**config.mk**
```make
export PLATFORM = sky130hd
export DESIGN_NAME = spi_apb_sequencer
export DESIGN_NICKNAME = d
export VERILOG_FILES = /design/src/rtl/spi_apb_sequencer.sv
export SDC_FILE = /design/constraint.sdc
export NUM_CORES = 1
export LEC_CHECK = 0
export ABC_CLOCK_PERIOD_IN_PS = 3150
export BUFFER_PORTS_ARGS = -buffer_cell sky130_fd_sc_hd__buf_4
export CAP_MARGIN = 20
export CELL_PAD_IN_SITES_DETAIL_PLACEMENT = 0
export CELL_PAD_IN_SITES_GLOBAL_PLACEMENT = 2
export CORE_AREA = 3 3 158 99
export DETAILED_ROUTE_END_ITERATION = 6
export DIE_AREA = 0 0 161 102
export GPL_TIMING_DRIVEN = 0
export MAX_ROUTING_LAYER = met4
export PLACE_DENSITY_LB_ADDON = 0.3
export SKIP_CTS_REPAIR_TIMING = 1
export SLEW_MARGIN = 20
export SYNTH_ARGS = -nofsm -noshare
export SYNTH_HDL_FRONTEND = slang
export SYNTH_SLANG_ARGS = --single-unit
```
**constraint.sdc**
```tcl
create_clock -name pclk_i -period 3.15 [get_ports pclk_i]
set_input_delay 0.1575 -clock pclk_i [delete_from_list [all_inputs] [get_ports pclk_i]]
set_output_delay 0.1575 -clock pclk_i [all_outputs]
set_load 0.005 [all_outputs]
```
**src/rtl/spi_apb_sequencer.sv**
```systemverilog
// Turns one command word into the APB write burst that programs the SPI master,
// then follows pready_i through transfer start and completion.
//
// state         | meaning
// --------------+----------------------------------------------------------
// ST_IDLE       | ready for a command; illegal counts are rejected here
// ST_SETUP      | APB setup phase of the current write (psel=1, penable=0)
// ST_ACCESS     | APB access phase, held until pready_i=1
// ST_WAIT_START | burst finished, waiting for pready_i low (transfer start)
// ST_WAIT_DONE  | transfer running, waiting for pready_i high (completion)
module spi_apb_sequencer #(
   parameter int unsigned START_TMO = 4,
   parameter int unsigned DONE_TMO  = 1024
) (
   input  logic        pclk_i,
   input  logic        presetn_i,
   input  logic        cmd_valid_i,
   output logic        cmd_ready_o,
   input  logic [7:0]  cmd_instr_i,
   input  logic [2:0]  cmd_cnt_i,
   input  logic [39:0] cmd_data_i,
   output logic [7:0]  paddr_o,
   output logic        psel_o,
   output logic        penable_o,
   output logic        pwrite_o,
   output logic [7:0]  pwdata_o,
   input  logic        pready_i,
   output logic        busy_o,
   output logic        done_o,
   output logic        err_o
);

   typedef enum logic [2:0] {
      ST_IDLE,
      ST_SETUP,
      ST_ACCESS,
      ST_WAIT_START,
      ST_WAIT_DONE
   } state_t;

   localparam logic [15:0] START_LOAD = 16'(START_TMO - 1);
   localparam logic [15:0] DONE_LOAD  = 16'(DONE_TMO - 1);

   state_t      state_q;
   logic [7:0]  instr_q;
   logic [2:0]  cnt_q;
   logic [39:0] data_q;
   logic [2:0]  idx_q;
   logic [15:0] tmo_q;
   logic        psel_q;
   logic        penable_q;
   logic        pwrite_q;
   logic [7:0]  paddr_q;
   logic [7:0]  pwdata_q;
   logic        done_q;
   logic        err_q;

   // Write list entry idx: INSTR, BYTES_1..BYTES_cnt, BYTES_CNT, DRIVE.
   function automatic logic [15:0] wr_entry(input logic [2:0]  idx,
                                            input logic [2:0]  cnt,
                                            input logic [7:0]  instr,
                                            input logic [39:0] data);
      logic [7:0] byte_sel;
      case (idx)
         3'd1:    byte_sel = data[7:0];
         3'd2:    byte_sel = data[15:8];
         3'd3:    byte_sel = data[23:16];
         3'd4:    byte_sel = data[31:24];
         3'd5:    byte_sel = data[39:32];
         default: byte_sel = instr;
      endcase
      if (idx == 3'd0)
         return {8'h00, instr};
      else if (idx <= cnt)
         return {5'd0, idx, byte_sel};
      else if (idx == cnt + 3'd1)
         return {8'h06, 5'd0, cnt};
      else
         return {8'h07, 8'hFF};
   endfunction

   always_ff @(posedge pclk_i) begin
      if (!presetn_i) begin
         state_q   <= ST_IDLE;
         instr_q   <= 8'h00;
         cnt_q     <= 3'd0;
         data_q    <= 40'd0;
         idx_q     <= 3'd0;
         tmo_q     <= 16'd0;
         psel_q    <= 1'b0;
         penable_q <= 1'b0;
         pwrite_q  <= 1'b0;
         paddr_q   <= 8'h00;
         pwdata_q  <= 8'h00;
         done_q    <= 1'b0;
         err_q     <= 1'b0;
      end else begin
         done_q <= 1'b0;
         err_q  <= 1'b0;
         case (state_q)
            ST_IDLE: begin
               if (cmd_valid_i) begin
                  instr_q <= cmd_instr_i;
                  cnt_q   <= cmd_cnt_i;
                  data_q  <= cmd_data_i;
                  if (cmd_cnt_i > 3'd5) begin
                     err_q <= 1'b1;
                  end else begin
                     state_q  <= ST_SETUP;
                     psel_q   <= 1'b1;
                     pwrite_q <= 1'b1;
                     paddr_q  <= 8'h00;
                     pwdata_q <= cmd_instr_i;
                     idx_q    <= 3'd0;
                  end
               end
            end
            ST_SETUP: begin
               penable_q <= 1'b1;
               state_q   <= ST_ACCESS;
            end
            ST_ACCESS: begin
               if (pready_i) begin
                  penable_q <= 1'b0;
                  // DRIVE is always the last entry of the list
                  if (paddr_q == 8'h07) begin
                     state_q  <= ST_WAIT_START;
                     psel_q   <= 1'b0;
                     pwrite_q <= 1'b0;
                     paddr_q  <= 8'h00;
                     pwdata_q <= 8'h00;
                     tmo_q    <= START_LOAD;
                  end else begin
                     {paddr_q, pwdata_q} <= wr_entry(idx_q + 3'd1, cnt_q, instr_q, data_q);
                     idx_q   <= idx_q + 3'd1;
                     state_q <= ST_SETUP;
                  end
               end
            end
            ST_WAIT_START: begin
               if (!pready_i) begin
                  state_q <= ST_WAIT_DONE;
                  tmo_q   <= DONE_LOAD;
               end else if (tmo_q == 16'd0) begin
                  err_q   <= 1'b1;
                  state_q <= ST_IDLE;
               end else begin
                  tmo_q <= tmo_q - 16'd1;
               end
            end
            ST_WAIT_DONE: begin
               if (pready_i) begin
                  done_q  <= 1'b1;
                  state_q <= ST_IDLE;
               end else if (tmo_q == 16'd0) begin
                  err_q   <= 1'b1;
                  state_q <= ST_IDLE;
               end else begin
                  tmo_q <= tmo_q - 16'd1;
               end
            end
            default: state_q <= ST_IDLE;
         endcase
      end
   end

   assign busy_o      = (state_q != ST_IDLE);
   assign cmd_ready_o = ~busy_o;
   assign psel_o      = psel_q;
   assign penable_o   = penable_q;
   assign pwrite_o    = pwrite_q;
   assign paddr_o     = paddr_q;
   assign pwdata_o    = pwdata_q;
   assign done_o      = done_q;
   assign err_o       = err_q;

endmodule

```
==> results of run 1 <==
cell usage in the layout, fill, tap and decap left out, types with 4 or more instances in the layout:
cell type  instances
nand2b_1           8
a211oi_1           6
and2_1             4
conb_1             5
nor3_1             9
ha_1              11
buf_4             77
a221oi_1           5
nand3b_1           4
mux2_2             8
nor2_1            23
nor2b_1            4
o21a_1             4
clkbuf_1          32
inv_1             16
buf_2              4
dfxtp_1           88
clkbuf_16          9
o21ai_0           30
a2bb2oi_1          4
a222oi_1           8
mux2i_1            4
and3_1             4
a21oi_1           80
a22oi_1            4
nand2_1          124
nand3_1           12
nand4_1            5
a31oi_1            5
cells by family after synthesis:
| family | share of synthesized area, % |
|---|---|
| other cells | 0.08275 |
| flops | 38.87 |
| compound gates | 25.32 |
| buf+inv | 5.853 |
| xor+xnor | 0.8835 |
| simple gates | 23.08 |
| fa+ha+maj | 3.037 |
| mux | 2.871 |
area by class of cell:
class,count,area [um2],area share [%]
Sequential cell,88,1762,31.28
Multi-Input combinational cell,432,2531,44.95
Clock inverter,7,68.82,1.222
Timing Repair Buffer,71,533.0,9.465
Tap cell,198,247.7,4.399
Clock buffer,9,225.2,3.999
Inverter,17,63.81,1.133
Buffer,45,200.2,3.555
sequential cells by signal, indices dropped and copies added (netlist names):
| register | count |
|---|---|
| instr_q | 8 |
| state_q | 3 |
| paddr_o | 3 |
| done_o | 1 |
| tmo_q | 16 |
| pwrite_o | 1 |
| penable_o | 1 |
| err_o | 1 |
| data_q | 40 |
| pwdata_o | 8 |
| idx_q | 3 |
| cnt_q | 3 |
power groups by stage:
stage          registers (mW)  clock network [mW]  logic [mW]
2_1_floorplan            1.24                   0       0.290
3_3_place_gp             1.25                   0       0.479
3_5_place_dp             1.26                   0       0.484
4_1_cts                  1.23                1.10       0.486
5_1_grt                  1.24                1.15       0.548
6_report                 1.23                1.08       0.496
critical path, delay by kind of cell (launching register included):
kind	cells	cell delay [ps]
buf+inv	3	600
flops	1	390
fa+ha+maj	3	860
compound gates	4	950
worst min-delay path by stage:
stage | startpoint | end | slack [ps] | cells after the start
finish | cmd_data_i[21] | data_q[21] | 50 | 3
global route | cmd_data_i[9] | data_q[9] | 40 | 3
CTS | cmd_cnt_i[0] | cnt_q[0] | 40 | 3
detailed placement | cmd_data_i[25] | data_q[25] | 410 | 3
global placement | cmd_data_i[25] | data_q[25] | 410 | 3
floorplan | cmd_data_i[0] | data_q[0] | 290 | 2
per-stage QoR:
stage / util (%) / power [mW]
CTS: 39.33 / 2.818
finish: 39.40 / 2.810
floorplan: - / 1.528
detailed placement: 37.27 / 1.739
global route: 39.40 / 2.933
global placement: 37.27 / 1.733
layer usage:
layer,GRT usage [%],vias to the layer above,wire (um),share of wire [%]
met2,22.50,179,5354,34
met4,3.701,0,104,0.67
met3,4.010,8,1085,7.0
met5,-,-,0,0
met1,32.46,2077,9021,58
li1,-,2240,-,-
==> impl_metrics.ini, run 1 <==
[outcome]
status = finished, final reports clean

[synth]
synth_top_area_share_pct = 38.87
yosys.area.top_type = dfxtp_1
async_flop_share_pct = 0
synth_flop_cell = dfxtp_1
synth-warning-count = 0
synthTopCellsByArea = dfxtp_1, nand2_1, a21oi_1, o21ai_0, ha_1
yosysMostFrequentCell = nand2_1
synth.distinct_cells = 66
ys_ff_latch = 88
syn-instance-count = 579
synth_area_um2 = 4532
synth_edf_count = 0
post_synth.cell_area_avg_um2 = 7.827
synth_commonest_cells = nand2_1, dfxtp_1, a21oi_1
synth.yosys.seq_area_share_pct = 38.87

[cts]
cts_sinks = 88
clockBufferDepth = 2
htreeDepth = 3
cts_buffers = 9
clk_pin_slew_ps = 70
cts_root_buf = clkbuf_16
clock_latency_ps = 350
cts_tree = built

[sta]
max_freq_mhz = 343.3
worst_pin_slew_ps = 848.4
fin_crit_sh_pct = 92.46
drv_slew = 0
setup_viol = 0
finalWorstSetupSlack_ps = 237.4
rsz0062_at_grt = false
slew_headroom_pct = 43.29
clock_skew_ps = 9.042
tns_ps = 0
holdWs_ps = 52.31
finalCriticalPeriod_ps = 2913
hold_violations = 0

[floorplanning]
row_count = 34
die-width_um = 161
coreArea_um2 = 14290
io_pins = 78
start_util_pct = 31.71
die_h_um = 102
dieArea_um2 = 16420

[route]
via_per_inst = 5.195
ant_nets = 0
dr.pass1.iters = 6
drt_iter0_drc = 386
drc = 0
wl_um = 15570
avgRoutedWirePerCell_um = 17.95
vias = 4504

[final_layout]
diodes = 0
area_delta_synth_final_pct = 24.27
stdcell_area_um2 = 5632
final_cells = 867
nets = 730
drive_gt1_share_pct = 18.09
fill_cells = 1509

[critical_path]
critPathMaxFanout = 17
crit_type = register to register
r2r-start = idx_q[0]
r2r_slack_ps = 240
worstPathRequired_ps = 3360
cp_slowest_cell = dfxtp_1
cpPeakStageDelay_ps = 390
r2r-end = pwdata_o[2]
timing.critical_path.mode_cell = ha_1
path_cells = ha_1, ha_1, clkbuf_4, inv_1, ha_1, a21oi_1, a32oi_1, clkbuf_1, o311ai_1, a211oi_1
r2r_cells = 10
endpoint = pwdata_o[2]
startpoint = idx_q[0]
cp.arrival_ps = 3120
cp-end-kind = register
startpoint_type = register

[pwr]
p_comb_share_pct = 17.6
pwr-share-clk_pct = 38.6
power.density_nw_per_um2 = 499.0
p_sw_share_pct = 30.79
power.internal_mw = 1.945
ir_worst_vdd_v = 0.0002072
p_leak_nw = 2.286
p_seq_share_pct = 43.8
p_sw_mw = 0.8652

[placement]
io_buffers = 71
gp_congestion = 0.8870
post-place-ws_ps = -357.2
dp.cells = 852
dpl-instance-area_um2 = 5328
hpwlAfterDp_um = 11890

[global_routing]
grt_pass1_vias = 4134
grt_max_degree = 19
grtUsageTotal_pct = 19.48
grt_antenna_before_repair = 1
globalRouteOverflowTotal = 0
grt_pass1_wl_um = 23720

[min_path]
hold_path.class = input port to register

[job]
drv_cap = 0
Note: power is estimated with default switching activity, not from simulation.
==> run 2: changes to the inputs <==
--- a/config.mk
+++ b/config.mk
@@ -14,7 +14,6 @@
 export DETAILED_ROUTE_END_ITERATION = 6
 export DIE_AREA = 0 0 161 102
 export GPL_TIMING_DRIVEN = 0
-export MAX_ROUTING_LAYER = met4
 export PLACE_DENSITY_LB_ADDON = 0.3
 export SKIP_CTS_REPAIR_TIMING = 1
 export SLEW_MARGIN = 20
==> run 2 against run 1 <==
Compared with the run above: register-to-register slack is essentially flat; wire length is 0.46% lower; clock skew rose by 2.7 ps; clock power about the same; worst hold slack worse by 0.60 ps; first-iteration DRC count rose by 8.0%; die area unchanged; largest power group unchanged.
==> impl_metrics.ini, run 2 (synthesized netlist as in run 1, its figures left out) <==
[route]
dr.pass1.iters = 7
drt_iter0_drc = 417
avgRoutedWirePerCell_um = 17.87
top_layer_used = met4
via_per_inst = 5.176
drc = 0
wl_met2_um = 5342
routed-wl-met3_um = 1139
ant_nets = 0
wl_met1_um = 8875
vias = 4488
wl_um = 15490

[critical_path]
cpPeakStageDelay_ps = 390
cp.arrival_ps = 3120
worstPathRequired_ps = 3360
worstPathBufferInverterCount = 3
crit_type = register to register
cp_slowest_cell = o311ai_1
path_cells = ha_1, ha_1, clkbuf_4, inv_1, ha_1, a21oi_1, a32oi_1, clkbuf_1, o311ai_1, a211oi_1
startpoint_type = register
crit_family = compound AO/OA/AOI/OAI gates
critPathMaxFanout = 17
cp-end-kind = register
timing.critical_path.mode_cell = ha_1

[sta]
fin_crit_sh_pct = 92.22
finalCriticalPeriod_ps = 2905
drv_slew = 0
finalWorstSetupSlack_ps = 245.0
worst_pin_slew_ps = 853.5
max_freq_mhz = 344.2
clock_skew_ps = 11.75
hold_violations = 0
setup_viol = 0
tns_ps = 0
rsz0062_at_grt = false
slew_headroom_pct = 42.95

[global_routing]
grt_pass1_wl_um = 23740
globalRouteOverflowTotal = 0
grt_max_degree = 19
grt_antenna_before_repair = 1
grtUsageTotal_pct = 18.90
grt_pass1_vias = 4123

[final_layout]
area_delta_synth_final_pct = 24.27
nets = 730
diodes = 0
regMostFlops = data_q
layout_common_cells = nand2_1, dfxtp_1, a21oi_1, buf_4, clkbuf_1
drive_gt1_share_pct = 18.09
largest_reg_flops = 40
top_regs = data_q: 40 flops, tmo_q: 16 flops
stdcell_area_um2 = 5632
utilization_pct = 39.40
mostFrequentLayoutCell = nand2_1

[cts]
cts_sinks = 88
htreeDepth = 3
clockBufferDepth = 2
clk_pin_slew_ps = 80
cts_tree = built
cts_root_buf = clkbuf_16
clock_latency_ps = 350
cts_buffers = 9

[floorplanning]
coreArea_um2 = 14290
io_pins = 78
die_h_um = 102
die-width_um = 161
row_count = 34
start_util_pct = 31.71
dieArea_um2 = 16420

[placement]
gp_congestion = 0.8727
hpwlAfterDp_um = 11890
post-place-ws_ps = -357.2
io_buffers = 71
dpl-instance-area_um2 = 5328

[min_path]
hold_path.class = input port to register

[pwr]
p_leak_nw = 2.286
ir_worst_vdd_v = 0.0002057
power.density_nw_per_um2 = 497.5

[outcome]
status = finished, final reports clean

[job]
drv_cap = 0
run 2: cell counts in the layout (fill, tap and decap cells not counted):
No cell type changed its count.
run 2: per-stage QoR:
step / instances / total power [mW] / hold slack (ps)
floorplan: 583 / 1.528 / 293.5
global placement: 852 / 1.733 / 405.1
detailed placement: 852 / 1.739 / 414.1
CTS: 868 / 2.818 / 41.76
global route: 867 / 2.935 / 40.10
finish: 867 / 2.802 / 51.71
run 2: area by class of cell:
cell class                      count  area [um2]
Timing Repair Buffer               71       533.0
Buffer                             45       200.2
Multi-Input combinational cell    432        2531
Sequential cell                    88        1762
Tap cell                          198       247.7
Inverter                           17       63.81
Fill cell                        1509        8662
Clock inverter                      7       68.82
Clock buffer                        9       225.2
run 2: final timing paths:
kind                              startpoint  depth (start not counted)  slack [ps]     endpoint
worst max-delay path                idx_q[0]                         10         240  pwdata_o[2]
worst min register to register    data_q[35]                          2         460   data_q[35]
worst max register to register      idx_q[0]                         10         240  pwdata_o[2]
worst min-delay path            cmd_cnt_i[0]                          3          50     cnt_q[0]
run 2: tightest hold or removal path, cell delays in order:
cell     delay (ps)
buf_4           110
nand2_1          40
a21oi_1          50
run 2: report_power, final:
group	internal, mW	switching (mW)	leakage [nW]
clock	0.559	0.516	0.146
sequential	1.18	0.0490	0.719
combinational	0.203	0.292	1.42
total	1.94	0.857	2.29
run 2: layer usage:
metal / GRT usage, % / vias up
li1: - / 2244
met1: 32.59 / 2070
met2: 22.34 / 163
met3: 4.091 / 11
met4: 3.701 / 0
met5: 0 / -
==> run 3: changes to the inputs <==
--- a/config.mk
+++ b/config.mk
@@ -7,7 +7,6 @@
 export LEC_CHECK = 0
 export ABC_CLOCK_PERIOD_IN_PS = 3150
 export BUFFER_PORTS_ARGS = -buffer_cell sky130_fd_sc_hd__buf_4
-export CAP_MARGIN = 20
 export CELL_PAD_IN_SITES_DETAIL_PLACEMENT = 0
 export CELL_PAD_IN_SITES_GLOBAL_PLACEMENT = 2
 export CORE_AREA = 3 3 158 99
@@ -15,6 +14,7 @@
 export DIE_AREA = 0 0 161 102
 export GPL_TIMING_DRIVEN = 0
 export PLACE_DENSITY_LB_ADDON = 0.3
+export REMOVE_ABC_BUFFERS = 1
 export SKIP_CTS_REPAIR_TIMING = 1
 export SLEW_MARGIN = 20
 export SYNTH_ARGS = -nofsm -noshare
==> run 3 against run 2 <==
Compared with the run above: design area decreased by 1.8%; sequential cell count unchanged; via count decreased by 3.4%; clock power about the same; die area unchanged; power decreased by 1.5%; combinational power decreased by 6.7%; core utilization decreased by 0.72 points; non-clock buffer count decreased by 39.
==> impl_metrics.ini, run 3 (synthesized netlist as in run 1, its figures left out) <==
[route]
drc = 0
via_per_inst = 5.236
ant_nets = 0
dr.pass1.iters = 5
wl_um = 13880
drt_iter0_drc = 340
avgRoutedWirePerCell_um = 16.76
vias = 4335

[pwr]
power.density_nw_per_um2 = 498.9
p_leak_nw = 2.228
ir_worst_vdd_v = 0.0002566
finalPower_mw = 2.759

[cts]
clock_latency_ps = 350
clockBufferDepth = 2
htreeDepth = 3
clk_pin_slew_ps = 70
cts_sinks = 88
cts_tree = built
cts_buffers = 9
cts_root_buf = clkbuf_16

[final_layout]
largest_reg_flops = 40
final_cells = 828
drive_gt1_share_pct = 18.73
layout_common_cells = nand2_1, dfxtp_1, a21oi_1, buf_4, o21ai_0
multi_input_area_um2 = 2569
seq_area_um2 = 1762
diodes = 0
mostFrequentLayoutCell = nand2_1
stdcell_area_um2 = 5529
fill_cells = 1531
utilization_pct = 38.68
regMostFlops = data_q
nets = 691
area_delta_synth_final_pct = 22.00
top_regs = data_q: 40 flops, tmo_q: 16 flops

[global_routing]
grt_pass1_wl_um = 21530
grtUsageTotal_pct = 16.66
use_met2_pct = 24.07
busiest_layer = met1
gr-usage-met3_pct = 3.767
globalRouteOverflowTotal = 0
global_route.usage.met1_pct = 25.23
grt_max_degree = 63
grt_pass1_vias = 4021
grt_antenna_before_repair = 0

[sta]
rsz0062_at_grt = false
finalWorstSetupSlack_ps = 205.5
fin_crit_sh_pct = 93.48
clock_skew_ps = 6.760
finalCriticalPeriod_ps = 2944
slew_headroom_pct = 41.66
setup_viol = 0
max_freq_mhz = 339.6
hold_violations = 0
drv_slew = 0
worst_pin_slew_ps = 875.1

[floorplanning]
start_util_pct = 31.71
die_h_um = 102
row_count = 34
io_pins = 78
die-width_um = 161
dieArea_um2 = 16420
coreArea_um2 = 14290

[critical_path]
worstPathBufferInverterCount = 1
crit_family = adder cells
cpPeakStageDelay_ps = 580
cp-end-kind = register
cp.arrival_ps = 3190
startpoint = idx_q[0]
worstPathRequired_ps = 3390
path_cells = ha_1, ha_4, inv_1, ha_1, a21oi_1, a2111oi_1, and2_1, nand2_1, a32o_1
r2r_slack_ps = 210
r2r-start = idx_q[0]
r2r_cells = 9
endpoint = pwdata_o[1]
crit_type = register to register
cp_num_cells = 9
critPathMaxFanout = 17
timing.critical_path.mode_cell = ha_1
startpoint_type = register
cp_slowest_cell = a2111oi_1
r2r-end = pwdata_o[1]

[placement]
dpl-instance-area_um2 = 5195
hpwlAfterDp_um = 9896
gp_congestion = 0.8315
post-place-ws_ps = -374.8
dp.cells = 811
io_buffers = 72

[job]
drv_cap = 0

[outcome]
status = finished, final reports clean

[min_path]
hold_path.class = input port to register
[run 3: final cells by class]
cell class | count | share of cell area [%]
inverter | 17 | 1.177
timing repair buffer | 77 | 10.82
tap | 198 | 4.481
clock inverter | 7 | 1.131
clock buffer | 9 | 4.073
sequential | 88 | 31.86
multi-input combinational | 432 | 46.46
[run 3: worst min path at each step]
stage                              start         end  slack, ps  depth (start not counted)
after floorplan                presetn_i    pwrite_o        280                          1
after global placement      cmd_cnt_i[0]    cnt_q[0]        410                          3
after detailed placement  cmd_data_i[30]  data_q[30]        420                          3
after CTS                 cmd_data_i[30]  data_q[30]         40                          3
after global routing      cmd_data_i[30]  data_q[30]         50                          3
final                      cmd_data_i[4]   data_q[4]         50                          3
[run 3: worst min-delay path: stages]
cell	delay, ps
buf_4	110
nand2_1	40
a21oi_1	50
[run 3: through the flow]
| stage | hold WS [ps] | setup TNS, ps |
|---|---|---|
| 2_1_floorplan | 275.0 | -1489 |
| 3_3_place_gp | 411.2 | -69940 |
| 3_5_place_dp | 415.1 | -2276 |
| 4_1_cts | 43.54 | -2466 |
| 5_1_grt | 51.80 | 0 |
| 6_report | 50.06 | 0 |
[run 3: where the power goes]
group          internal, mW  total [mW]  switching [mW]
logic                 0.202       0.463           0.261
clock network         0.552        1.06           0.507
registers              1.18        1.24          0.0545
[run 3: per-layer routing]
layer  share of wire, %  wire (um)
met5                  0          0
met1                 53       7319
met2                 41       5647
met4               0.76        106
met3                5.8        802
